<file path="config.mk">
export PLATFORM = sky130hd
export DESIGN_NAME = sequence_store
export DESIGN_NICKNAME = d
export VERILOG_FILES = /design/src/rtl/sequence_store.sv
export SDC_FILE = /design/constraint.sdc
export NUM_CORES = 1
export LEC_CHECK = 0
export BUFFER_PORTS_ARGS = -buffer_cell sky130_fd_sc_hd__buf_2
export CORE_ASPECT_RATIO = 1.4
export CORE_MARGIN = 5
export CORE_UTILIZATION = 45
export CTS_CLUSTER_SIZE = 24
export DETAILED_ROUTE_END_ITERATION = 10
export GPL_ROUTABILITY_DRIVEN = 0
export HOLD_SLACK_MARGIN = 0.12
export PLACE_DENSITY = 0.75
export SLEW_MARGIN = 40
export SYNTH_ARGS = -nofsm -noshare
export SYNTH_HDL_FRONTEND = slang
export SYNTH_SLANG_ARGS = --single-unit
</file>
<file path="constraint.sdc">
create_clock -name clk -period 10.05 [get_ports clk]
set_input_delay 1.005 -clock clk [delete_from_list [all_inputs] [get_ports clk]]
set_output_delay 1.005 -clock clk [all_outputs]
set_load 0.01 [all_outputs]
</file>
<file path="src/rtl/sequence_store.sv">
// Simon Says sequence store: a 32-entry colour memory filled from a free-running
// LFSR, with a timed playback FSM that drives a one-hot LED output.
module sequence_store #(
  parameter int unsigned HOLD_CYCLES = 25_000_000,
  parameter int unsigned GAP_CYCLES  = 12_500_000,
  parameter logic [15:0] LFSR_SEED   = 16'hACE1
) (
  input  logic       clk,
  input  logic       reset,
  input  logic       clear,
  input  logic       append,
  input  logic       play_start,
  output logic [2:0] segment [0:31],
  output logic [5:0] length,
  output logic       full,
  output logic       busy,
  output logic [3:0] led,
  output logic       play_done
);

  localparam int unsigned CNT_MAX = (HOLD_CYCLES > GAP_CYCLES) ? HOLD_CYCLES : GAP_CYCLES;
  localparam int unsigned CNT_W   = (CNT_MAX > 1) ? $clog2(CNT_MAX) : 1;
  localparam logic [CNT_W-1:0] HOLD_LOAD = CNT_W'(HOLD_CYCLES - 1);
  localparam logic [CNT_W-1:0] GAP_LOAD  = CNT_W'(GAP_CYCLES - 1);
  localparam logic [2:0]  EMPTY = 3'b100;
  localparam logic [15:0] TAPS  = 16'hB400;

  typedef enum logic [1:0] {IDLE, SHOW, GAP, DONE} state_e;

  state_e           state_q, state_d;
  logic [4:0]       p_q, p_d;
  logic [CNT_W-1:0] cnt_q, cnt_d;
  logic [5:0]       len_q, len_d;
  logic [2:0]       seg_q [0:31];
  logic [2:0]       seg_d [0:31];
  logic [15:0]      lfsr_q, lfsr_d;
  logic [3:0]       led_q, led_d;
  logic             done_q, done_d;
  logic             full_w;
  logic             append_ok;

  function automatic logic [3:0] decode(input logic [2:0] e);
    decode = e[2] ? 4'b0000 : (4'b0001 << e[1:0]);
  endfunction

  assign full_w    = (len_q == 6'd32);
  assign append_ok = append && (state_q == IDLE) && !full_w && !clear;

  always_comb begin
    lfsr_d  = {1'b0, lfsr_q[15:1]} ^ (lfsr_q[0] ? TAPS : 16'h0000);
    seg_d   = seg_q;
    len_d   = len_q;
    state_d = state_q;
    p_d     = p_q;
    cnt_d   = cnt_q;

    if (clear) begin
      for (int unsigned i = 0; i < 32; i++) seg_d[i] = EMPTY;
      len_d   = '0;
      state_d = IDLE;
      p_d     = '0;
      cnt_d   = '0;
    end else begin
      if (append_ok) begin
        seg_d[len_q[4:0]] = {1'b0, lfsr_q[1:0]};
        len_d             = len_q + 6'd1;
      end
      // Playback start looks at len_d so a same-cycle append is included.
      case (state_q)
        IDLE: begin
          if (play_start) begin
            if (len_d != '0) begin
              state_d = SHOW;
              p_d     = '0;
              cnt_d   = HOLD_LOAD;
            end else begin
              state_d = DONE;
            end
          end
        end
        SHOW: begin
          if (cnt_q == '0) begin
            state_d = GAP;
            cnt_d   = GAP_LOAD;
          end else begin
            cnt_d = cnt_q - CNT_W'(1);
          end
        end
        GAP: begin
          if (cnt_q == '0) begin
            if (({1'b0, p_q} + 6'd1) == len_q) begin
              state_d = DONE;
            end else begin
              state_d = SHOW;
              p_d     = p_q + 5'd1;
              cnt_d   = HOLD_LOAD;
            end
          end else begin
            cnt_d = cnt_q - CNT_W'(1);
          end
        end
        default: state_d = IDLE;
      endcase
    end

    // Outputs are registered from next-state values so they align with state_q.
    led_d  = (state_d == SHOW) ? decode(seg_d[p_d]) : 4'b0000;
    done_d = (state_d == DONE);
  end

  always_ff @(posedge clk) begin
    if (reset) begin
      lfsr_q  <= LFSR_SEED;
      for (int unsigned i = 0; i < 32; i++) seg_q[i] <= EMPTY;
      len_q   <= '0;
      state_q <= IDLE;
      p_q     <= '0;
      cnt_q   <= '0;
      led_q   <= '0;
      done_q  <= 1'b0;
    end else begin
      lfsr_q  <= lfsr_d;
      seg_q   <= seg_d;
      len_q   <= len_d;
      state_q <= state_d;
      p_q     <= p_d;
      cnt_q   <= cnt_d;
      led_q   <= led_d;
      done_q  <= done_d;
    end
  end

  assign segment   = seg_q;
  assign length    = len_q;
  assign full      = full_w;
  assign busy      = (state_q != IDLE);
  assign led       = led_q;
  assign play_done = done_q;

endmodule

</file>
==> results_dict.tcl, run 1 <==
set metrics [dict create \
    status "complete, no violations" \
    critical_path_buf_inv_count 2 \
    hold_slack_ns 0.415 \
    die-area_um2 21200 \
    cts_tree "done" \
    ys_ff_latch 155 \
    crit_type "reg -> reg" \
    worstPathRequired_ns 10.39 \
    synth_cell_types 83 \
    num_rows 58 \
    synth_nets 1060 \
    cts-resized-gates 0 \
    hold_path.class "reg -> reg" \
    synth_area_per_cell_um2 7.92 \
    drt_iter0_markers 766 \
    crit_chain "inv_1 > ha_1 > nor4b_4 > nand4_2 > or2_1 > mux2_4 > o221ai_4 > buf_4 > mux2i_1 > nor2_1 > nor4_2 > o32ai_1 > or4_1 > nor3_1" \
    seq_area_um2 3110 \
    ant_nets 0 \
    rsz0062_at_grt "false" \
    place_hpwl_um 17500 \
    synth_area_um2 8280 \
    grt_max_degree 92 \
    multi_input_area_um2 4780 \
    numCtsBuffers 17 \
    hold_viol 0 \
    synthCells 1045 \
    leakage_nw 3.45 \
    clkTransAtPathRegs_ns 0.07 \
    maxSlewHeadroom_pct 45.0 \
    yosysWarnings 0 \
    io_buffers 113 \
    startpoint_type "flip-flop" \
    cts.sinks 155 \
    skew_ns 0.0114 \
    die_width_um 125 \
    antenna_cells 0 \
    min_period_ns 4.71 \
    via_per_inst 5.99 \
    maxCapViolations 0 \
    layout-drive-gt1-share_pct 17.6 \
    core_um2 18100 \
    p_sw_share_pct 29.8 \
    insertion_delay_ns 0.43 \
    avgRoutedWirePerCell_um 18.6 \
    grtUsageTotal_pct 23.4 \
    die_height_um 170 \
    dr_total_vias 8177 \
    grt_pass1_wl_um 40600 \
    grt_pass1_vias 7870 \
    gr-total-overflow 0 \
    synth-main-ff-cell "dfxtp_1" \
    worst_pin_slew_ns 0.822 \
    critPathSlowestCell "buf_4" \
    critical_path.max_stage_delay_ns 0.64 \
    internal_power_mw 1.02 \
    pwr-share-seq_pct 44.1 \
    synthArstFlopShare_pct 0 \
    drc 0 \
    cts_max_path_buffers 2 \
    synth-edff-count 0 \
    hold_buffers 0 \
    dr.pass1.iters 5 \
    p_total_mw 1.46 \
    io_pins 114 \
    slew_viol_final 0 \
    switchingPower_mw 0.434 \
    fill_cells 1737 \
    fmax_mhz 212 \
    fin_nets 1126 \
    post_cts_buffers 0 \
    end_kind "flip-flop" \
    finalCritPeriodShare_pct 46.9 \
    arrival_ns 5.06 \
    pwr-share-comb_pct 14.1 \
    synth_seq_area_share_pct 37.5 \
    initial_core_util_pct 45.8 \
    cp_max_fo 71 \
    vdd_drop_max_uv 132 \
    totalWireLength_um 25400 \
    antenna_found_initial 0 \
    finalSetupTns_ns 0 \
    cts-root-buf "clkbuf_16" \
    critPathTopFamily "simple AND/OR/NAND/NOR gates" \
    syn2layout_area_growth_pct 14.2 \
    clkPwrFrac_pct 41.8 \
    power_density_nw_per_um2 154 \
    setup-violations-final 0 \
    cts-htree-levels 4 \
]
[synthesized netlist by cell type (3+ instances only)]
| cell | instances | area (µm²) |
|---|---|---|
| and2_1 | 10 | 62.6 |
| nand4_1 | 5 | 31.3 |
| a211oi_1 | 4 | 30.0 |
| nor2_1 | 113 | 424 |
| nand3b_1 | 3 | 22.5 |
| clkbuf_1 | 49 | 184 |
| or3_1 | 50 | 313 |
| nor2b_1 | 11 | 68.8 |
| xor2_1 | 7 | 61.3 |
| nand2_1 | 138 | 518 |
| ha_1 | 10 | 125 |
| o2111ai_1 | 18 | 158 |
| a22oi_1 | 8 | 60.1 |
| xnor2_1 | 14 | 123 |
| o221a_2 | 3 | 33.8 |
| nand2b_1 | 4 | 25.0 |
| nand4b_1 | 3 | 26.3 |
| a2111oi_0 | 3 | 26.3 |
| buf_4 | 3 | 22.5 |
| buf_2 | 10 | 50.1 |
| inv_1 | 20 | 75.1 |
| a311oi_1 | 8 | 70.1 |
| a21oi_1 | 82 | 410 |
| or2_2 | 12 | 75.1 |
| dfxtp_1 | 155 | 3100 |
| o311ai_0 | 11 | 96.3 |
| o22ai_1 | 9 | 56.3 |
| nand3_1 | 14 | 70.1 |
| o211ai_1 | 8 | 60.1 |
| nor3_1 | 38 | 190 |
| buf_6 | 8 | 90.1 |
| a21o_1 | 3 | 22.5 |
| a31oi_1 | 7 | 43.8 |
| nor4_2 | 3 | 37.5 |
| nor4_1 | 8 | 50.1 |
| mux2i_1 | 38 | 380 |
| o21ai_0 | 99 | 495 |
[flip-flops by register name (all words and copies together) (netlist names)]
name,count
cnt_q,25
length,6
segment,96
p_q,5
play_done,1
state_q,2
led,4
lfsr_q,16
[worst paths after layout]
kind,endpoint,from,depth (start not counted),slack [ns]
max,led[3]$_SDFF_PP0_,cnt_q[0]$_SDFFE_PP0P_,14,5.34
min,lfsr_q[11]$_SDFF_PP1_,lfsr_q[12]$_SDFF_PP0_,1,0.41
max reg2reg,led[3]$_SDFF_PP0_,cnt_q[0]$_SDFFE_PP0P_,14,5.34
min reg2reg,lfsr_q[11]$_SDFF_PP1_,lfsr_q[12]$_SDFF_PP0_,1,0.41
[cell usage in the layout (no fill, tap or decap), types with 10 or more instances in the layout]
| cell type | n |
|---|---|
| xnor2_1 | 14 |
| ha_1 | 10 |
| a21oi_1 | 82 |
| o2111ai_1 | 18 |
| inv_1 | 20 |
| o311ai_0 | 11 |
| buf_2 | 113 |
| nand3_1 | 14 |
| or3_1 | 50 |
| or2_2 | 12 |
| nor3_1 | 37 |
| nor2b_1 | 11 |
| clkbuf_16 | 18 |
| dfxtp_1 | 153 |
| o21ai_0 | 99 |
| nor2_1 | 112 |
| and2_1 | 10 |
| mux2i_1 | 38 |
| nand2_1 | 136 |
[cell families after synthesis]
| logic type | Yosys count | synth area share, % |
|---|---|---|
| adders and majority gates | 10 | 1.51 |
| xor gates and xnor gates | 23 | 2.71 |
| buffers and inverters | 93 | 5.38 |
| DFF | 155 | 37.5 |
| AOI/OAI and AO/OA | 296 | 22.8 |
| and+or+nand+nor | 427 | 25.0 |
| muxes | 41 | 5.08 |
[through the flow]
| step | setup slack (ns) | std cells | area, µm² | utilization (%) |
|---|---|---|---|---|
| final | 5.34 | 1364 | 9460 | 52.3 |
| after CTS | 5.43 | 1363 | 9430 | 52.2 |
| after floorplan | 6.08 | 1045 | 8280 | - |
| after global routing | 5.11 | 1364 | 9460 | 52.3 |
| after detailed placement | 5.14 | 1331 | 8880 | 49.1 |
| after global placement | 5.25 | 1331 | 8850 | 49.0 |
[worst reg2reg max path: cells and delay by family (launching register included)]
kind,cells,cell delay (ns)
AOI/OAI and AO/OA,2,0.23
adders and majority gates,1,0.23
buffers and inverters,2,0.71
DFF,1,0.35
muxes,2,0.84
and+or+nand+nor,7,2.26
[cell type report]
class                   instances  share of cell area [%]
clock buffers                  17                    4.50
clock inverters                15                    1.35
inverters                      20                   0.794
multi-input cells             797                    50.5
flip-flops and latches        155                    32.9
well taps                     240                    3.18
repair buffers                120                    6.76
[power groups by stage]
stage | clock [mW] | combinational, mW | sequential [mW]
2_1_floorplan | 0 | 0.167 | 0.648
3_3_place_gp | 0 | 0.198 | 0.656
5_1_grt | 0.645 | 0.226 | 0.644
4_1_cts | 0.617 | 0.202 | 0.642
6_report | 0.608 | 0.206 | 0.643
3_5_place_dp | 0 | 0.200 | 0.656
[per-layer routing]
layer	vias up	GRT usage, %	part of all wire (%)
li1	3907	-	-
met1	3865	27.3	40
met2	337	41.1	50
met3	68	3.80	5.8
met4	0	13.0	4.5
met5	-	0	0
Power figures use the tool's default switching activity.
==> inputs of run 2 (changes only) <==
Settings changed: ABC_AREA from default to 1.
Clock period 10.05 ns to 4.5 ns, I/O delays scaled along.
==> run 2 against run 1 <==
Against the previous run: hold slack worse by 0.010 ns; clock-buffer cell count is 4 higher; routed wire length is 4.1% higher; sequential power is 120% higher; die area is 5.3% lower; clock power is 140% higher; synthesized cell count is 9.3% higher; flip-flop and latch count stayed put; setup slack worse by 4.5 ns; core utilization is 0.16 points higher; first-iteration DRC count is 25% higher; critical endpoint is now led[2]$_SDFF_PP0_; highest routed layer unchanged.
==> results_dict.tcl, run 2 <==
set metrics [dict create \
    cp_common_cell "nand2_1" \
    critical_path_buf_inv_count 2 \
    grt_pass1_vias 7861 \
    p_total_mw 3.52 \
    clkPwrFrac_pct 41.8 \
    synthArstFlopShare_pct 0 \
    synth_fa_ha_area_share_pct 1.60 \
    pre_cts_slack_ns 0.918 \
    skew_ns 0.00946 \
    critical_path.max_stage_delay_ns 0.46 \
    arrival_ns 4.01 \
    hold_end "lfsr_q[1]$_SDFF_PP0_" \
    finalSetupTns_ns 0 \
    finalCritPeriodShare_pct 81.9 \
    min_period_ns 3.69 \
    cts_max_path_buffers 2 \
    critPathTopFamily "simple AND/OR/NAND/NOR gates" \
    fill_cells 1699 \
    startpoint_type "flip-flop" \
    fin_nets 1236 \
    synth-edff-count 0 \
    worstPathRequired_ns 4.83 \
    numCtsBuffers 17 \
    status "complete, no violations" \
    pwr-share-seq_pct 40.5 \
    yosysWarnings 0 \
    r2r_cells 21 \
    whs_path_depth 2 \
    vdd_drop_max_uv 239 \
    maxSlewHeadroom_pct 43.9 \
    instances_no_fill 1470 \
    pwr-share-comb_pct 17.7 \
    die_height_um 166 \
    synth_area_um2 7810 \
    setup-violations-final 0 \
    synthMuxAreaShare_pct 0 \
    crit_chain "inv_1 > ha_1 > nand2_1 > nor2_1 > nand2_1 > nor2_2 > nand2_1 > nor2_2 > nand2_1 > nand2_1 > nand3_1 > nand3_1 > nand3_2 > inv_1 > nand3_1 > nand3_1 > nand2_1 > nand2_1 > nand2_1 > nand3_1 > nor2_1" \
    yosysTopAreaCell "dfxtp_1" \
    leakage_nw 4.09 \
    dr.pass1.iters 6 \
    clkTransAtPathRegs_ns 0.06 \
    power_density_nw_per_um2 390 \
    antenna_found_initial 0 \
    synth_seq_area_share_pct 39.7 \
    grt_max_degree 85 \
    die-area_um2 20100 \
    cts-htree-levels 4 \
    synth-main-ff-cell "dfxtp_1" \
    postPlaceCellArea_um2 8420 \
    yosysMostFrequentCell "nand2_1" \
    die_width_um 121 \
    gr-total-overflow 0 \
    fmax_mhz 271 \
    synth_nets 1157 \
    insertion_delay_ns 0.43 \
    synth.area.top_cells "dfxtp_1 40%, nand2_1 9.8%, nand3_1 9.5%" \
    worst_pin_slew_ns 0.842 \
    finalInstanceArea_um2 9020 \
    fin_ws_ns 0.814 \
    avgRoutedWirePerCell_um 18.0 \
    drt_iter0_markers 957 \
    synth_compound_area_share_pct 16.0 \
    dr_total_vias 8369 \
    cts_tree "done" \
    slew_viol_final 0 \
    cts-root-buf "clkbuf_16" \
    hold_path.class "reg -> reg" \
    synth_cell_types 39 \
    reg2reg_slack_ns 0.81 \
    post_cts_buffers 0 \
    path_depth 21 \
    cts.sinks 155 \
    hold_buffers 0 \
    io_buffers 113 \
    cts-resized-gates 0 \
    reg2reg_from "cnt_q[0]$_SDFFE_PP0P_" \
    hp-start "lfsr_q[2]$_SDFF_PP0_" \
    ant_nets 0 \
    via_per_inst 5.69 \
    hold_viol 0 \
    grtUsageTotal_pct 25.6 \
    internal_power_mw 2.47 \
    p_sw_share_pct 29.9 \
    synth_xor_area_share_pct 1.57 \
    rsz0062_at_grt "false" \
    cp_max_fo 14 \
    synth_simple_gate_area_share_pct 32.3 \
    r2r-end "led[2]$_SDFF_PP0_" \
    final_common_cell "nand2_1" \
    initial_core_util_pct 45.4 \
    most-common-layout-cells "204 x nand2_1, 159 x nor2_1, 155 x dfxtp_1" \
    place_hpwl_um 18900 \
    place_inst 1438 \
    num_rows 57 \
    critPathSlowestCell "inv_1" \
    switchingPower_mw 1.05 \
    synthTopCellsByCount "204 x nand2_1, 159 x nor2_1, 155 x dfxtp_1, 148 x nand3_1, 112 x a21oi_1" \
    timing.critical_path.from "cnt_q[0]$_SDFFE_PP0P_" \
    drc 0 \
    layout-drive-gt1-share_pct 14.9 \
    grt_pass1_wl_um 41200 \
    core_um2 17200 \
    largest_reg_flops 96 \
    maxCapViolations 0 \
    io_pins 114 \
    synth_area_per_cell_um2 6.84 \
    synthCells 1142 \
    synth.top_cell.area_share_pct 39.7 \
    ys_ff_latch 155 \
    totalWireLength_um 26400 \
    crit_type "reg -> reg" \
    end_kind "flip-flop" \
    synth_top_family_by_area "simple AND/OR/NAND/NOR gates" \
    antenna_cells 0 \
    syn2layout_area_growth_pct 15.5 \
]
run 2: worst min-delay path: stages (launching register included):
cell and delay [ns]:
dfxtp_1 0.29, inv_1 0.04, nor2_1 0.03
run 2: cells by family (layout without fill, tap and decap cells):
family	count (synthesis)	in the layout
fa+ha+maj	10	10
compound gates	235	235
simple gates	567	567
buf+inv	161	253
flops	155	155
xor+xnor	14	14
run 2: through the flow:
step           util, %  hold WS [ns]
2_1_floorplan        -         0.388
3_3_place_gp      49.0         0.389
3_5_place_dp      49.0         0.394
4_1_cts           52.5         0.405
5_1_grt           52.5         0.414
6_report          52.5         0.405
run 2: power by group through the flow:
stage | combinational, mW | sequential, mW | clock [mW]
floorplan | 0.490 | 1.45 | 0
global placement | 0.603 | 1.46 | 0
detailed placement | 0.610 | 1.46 | 0
CTS | 0.613 | 1.43 | 1.48
global route | 0.693 | 1.43 | 1.54
finish | 0.625 | 1.43 | 1.47
run 2: layout make-up:
type / instances / area, µm² / share of cell area (%)
clock buffer: 21 / 450 / 4.99
clock inverter: 11 / 145 / 1.61
inverter: 101 / 383 / 4.24
multi-input combinational: 826 / 4020 / 44.6
sequential: 155 / 3100 / 34.4
tap: 236 / 295 / 3.27
timing repair buffer: 120 / 622 / 6.89
run 2: worst max-delay path by stage:
stage	to	slack, ns
global route	led[2]$_SDFF_PP0_	0.49
floorplan	led[0]$_SDFF_PP0_	1.78
detailed placement	led[2]$_SDFF_PP0_	0.92
CTS	led[2]$_SDFF_PP0_	0.89
global placement	led[3]$_SDFF_PP0_	1.00
finish	led[2]$_SDFF_PP0_	0.81
run 2: per-layer routing:
layer | track usage, % | up-vias | wire, µm
met1 | 29.5 | 3809 | 9750
li1 | - | 3964 | -
met5 | 0 | - | 0
met4 | 16.6 | 0 | 1770
met3 | 5.14 | 109 | 2170
met2 | 42.5 | 487 | 12700
==> inputs of run 3 (changes only) <==
Settings changed: PLACE_DENSITY 0.75 to 0.78.
Clock period 4.5 ns to 3.15 ns, I/O delays scaled along.
==> run 3 against run 2 <==
Against the previous run: maximum frequency is 22% higher; clock-buffer cell count shrank 1; clock skew up 0.0038 ns; largest power group unchanged; first-iteration DRC count rose by 12%; sequential power grew 42%; routed wire length increased by 3.4%; combinational power increased by 65%; largest cell class unchanged; flip-flop and latch count is the same; cell area grew 5.4%; critical path type unchanged; die area unchanged.
==> results_dict.tcl, run 3 (synthesized netlist as in run 2, its figures left out) <==
set metrics [dict create \
    vdd_drop_max_uv 338 \
    fmax_mhz 331 \
    numCtsBuffers 17 \
    cts_max_path_buffers 2 \
    fin_nets 1278 \
    cts-htree-levels 4 \
    syn2layout_area_growth_pct 21.8 \
    status "complete, no violations" \
    antenna_found_initial 0 \
    clkTransAtPathRegs_ns 0.06 \
    routed-wl-met3_um 2570 \
    worst_pin_slew_ns 0.693 \
    die_width_um 121 \
    maxCapViolations 0 \
    avgRoutedWirePerCell_um 18.1 \
    setup-violations-final 0 \
    grtUsageTotal_pct 25.6 \
    critical_path.max_stage_delay_ns 0.38 \
    cts-root-buf "clkbuf_16" \
    maxSlewHeadroom_pct 53.8 \
    fill_cells 1593 \
    hold_viol 0 \
    dr_total_vias 8644 \
    wl_met1_um 9560 \
    finalCritPeriodShare_pct 95.9 \
    multi_input_area_um2 4100 \
    place_hpwl_um 19100 \
    num_rows 57 \
    fin_util_pct 55.3 \
    hold_buffers 0 \
    initial_core_util_pct 45.4 \
    dr.pass1.iters 6 \
    crit_chain "inv_2 > ha_2 > nand2_1 > inv_2 > nand3_4 > buf_4 > nand3_2 > nand2_1 > nand2_1 > nor2_1 > nand3_1 > nand2_2 > nand2_1 > nand3_4 > nand2_8 > buf_16 > o211ai_1 > nand3_1 > nand3_1 > nand3_1 > nand2_1 > inv_1 > nor2_1" \
    via_per_inst 5.72 \
    drc 0 \
    power_density_nw_per_um2 548 \
    layout-drive-gt1-share_pct 18.9 \
    totalWireLength_um 27300 \
    final_common_cell "nand2_1" \
    crit_type "reg -> reg" \
    most-common-layout-cells "202 x nand2_1, 156 x nor2_1, 151 x dfxtp_1" \
    gr-total-overflow 0 \
    cp_common_cell "nand2_1" \
    die-area_um2 20100 \
    drt_iter0_markers 1069 \
    slew_viol_final 0 \
    hold_slack_ns 0.300 \
    min_period_ns 3.02 \
    postPlaceCellArea_um2 8650 \
    leakage_nw 4.33 \
    wl_met2_um 12900 \
    end_kind "flip-flop" \
    grt_max_degree 86 \
    cts_tree "done" \
    skew_ns 0.0133 \
    dr.max_layer_used "met4" \
    startpoint_type "flip-flop" \
    core_um2 17200 \
    io_pins 114 \
    cts.sinks 155 \
    antenna_cells 0 \
    cp_max_fo 6 \
    critical_path_buf_inv_count 5 \
    critPathSlowestCell "dfxtp_2" \
    die_height_um 166 \
    worstPathRequired_ns 3.51 \
    ant_nets 0 \
    insertion_delay_ns 0.43 \
    grt_pass1_wl_um 40800 \
    seq_area_um2 3110 \
    grt_pass1_vias 7798 \
    finalInstanceArea_um2 9510 \
    io_buffers 113 \
    critPathTopFamily "simple AND/OR/NAND/NOR gates" \
    arrival_ns 3.38 \
    hold_path.class "in -> reg" \
    largest_reg_flops 96 \
]
-- run 3: changes by cell type in the layout (fill, tap and decap cells not counted), sizes merged, moves of 2 or more --
| cell | delta |
|---|---|
| clkinv | -2 |
| clkbuf | +2 |
| clkinvlp | +2 |
| nand2 | +2 |
| buf | +35 |
-- run 3: worst reg2reg max path, cell delays in order (launching register included) --
cell	delay [ns]
dfxtp_2	0.38
inv_2	0.07
ha_2	0.18
nand2_1	0.08
inv_2	0.06
nand3_4	0.09
buf_4	0.12
nand3_2	0.06
nand2_1	0.08
nand2_1	0.06
nor2_1	0.17
nand3_1	0.13
nand2_2	0.14
nand2_1	0.11
nand3_4	0.14
nand2_8	0.11
buf_16	0.19
o211ai_1	0.24
nand3_1	0.10
nand3_1	0.08
nand3_1	0.09
nand2_1	0.11
inv_1	0.06
nor2_1	0.10
-- run 3: path summary, 6_finish.rpt --
path,cells past startpoint,slack (ns),from,to
worst max register to register,23,0.13,length[1]$_SDFF_PP0_,led[2]$_SDFF_PP0_
worst max-delay path,23,0.13,length[1]$_SDFF_PP0_,led[2]$_SDFF_PP0_
worst min register to register,2,0.40,lfsr_q[3]$_SDFF_PP0_,lfsr_q[2]$_SDFF_PP0_
worst min-delay path,3,0.30,reset,segment[50]$_SDFF_PP1_
-- run 3: per-stage QoR --
stage          setup TNS, ns  setup slack (ns)  instances  total power [mW]
2_1_floorplan              0             0.427       1142              2.77
3_3_place_gp               0             0.100       1466              2.98
3_5_place_dp         -0.0171           -0.0171       1466              3.00
4_1_cts                    0            0.0765       1497              5.12
5_1_grt              -0.0668           -0.0363       1511              5.41
6_report                   0             0.130       1511              5.21
-- run 3: metal layers --
metal / GRT usage [%] / vias to the layer above
li1: - / 4059
met4: 17.9 / 0
met5: 0 / -
met1: 28.7 / 3920
met3: 5.72 / 140
met2: 42.3 / 525
-- run 3: where the power goes --
| part | total, mW | internal [mW] | switching [mW] |
|---|---|---|---|
| clock network | 2.15 | 1.34 | 0.809 |
| registers | 2.03 | 2.00 | 0.0307 |
| logic | 1.03 | 0.338 | 0.688 |
-- run 3: what timing repair did --
item	in CTS	in global routing
hold endpoints to repair	0	0
setup buffers	0	7
pin swaps	0	5
endpoints found under the setup margin	2	4
cloned	0	7
resized for setup	1	26
-- run 3: cell type report --
class,instances,share of cell area (%)
clock buffers,20,4.70
flip-flops and latches,155,32.7
multi-input cells,829,43.1
well taps,236,3.10
clock inverters,11,1.79
repair inverters,1,0.0789
repair buffers,158,10.5
inverters,101,4.13
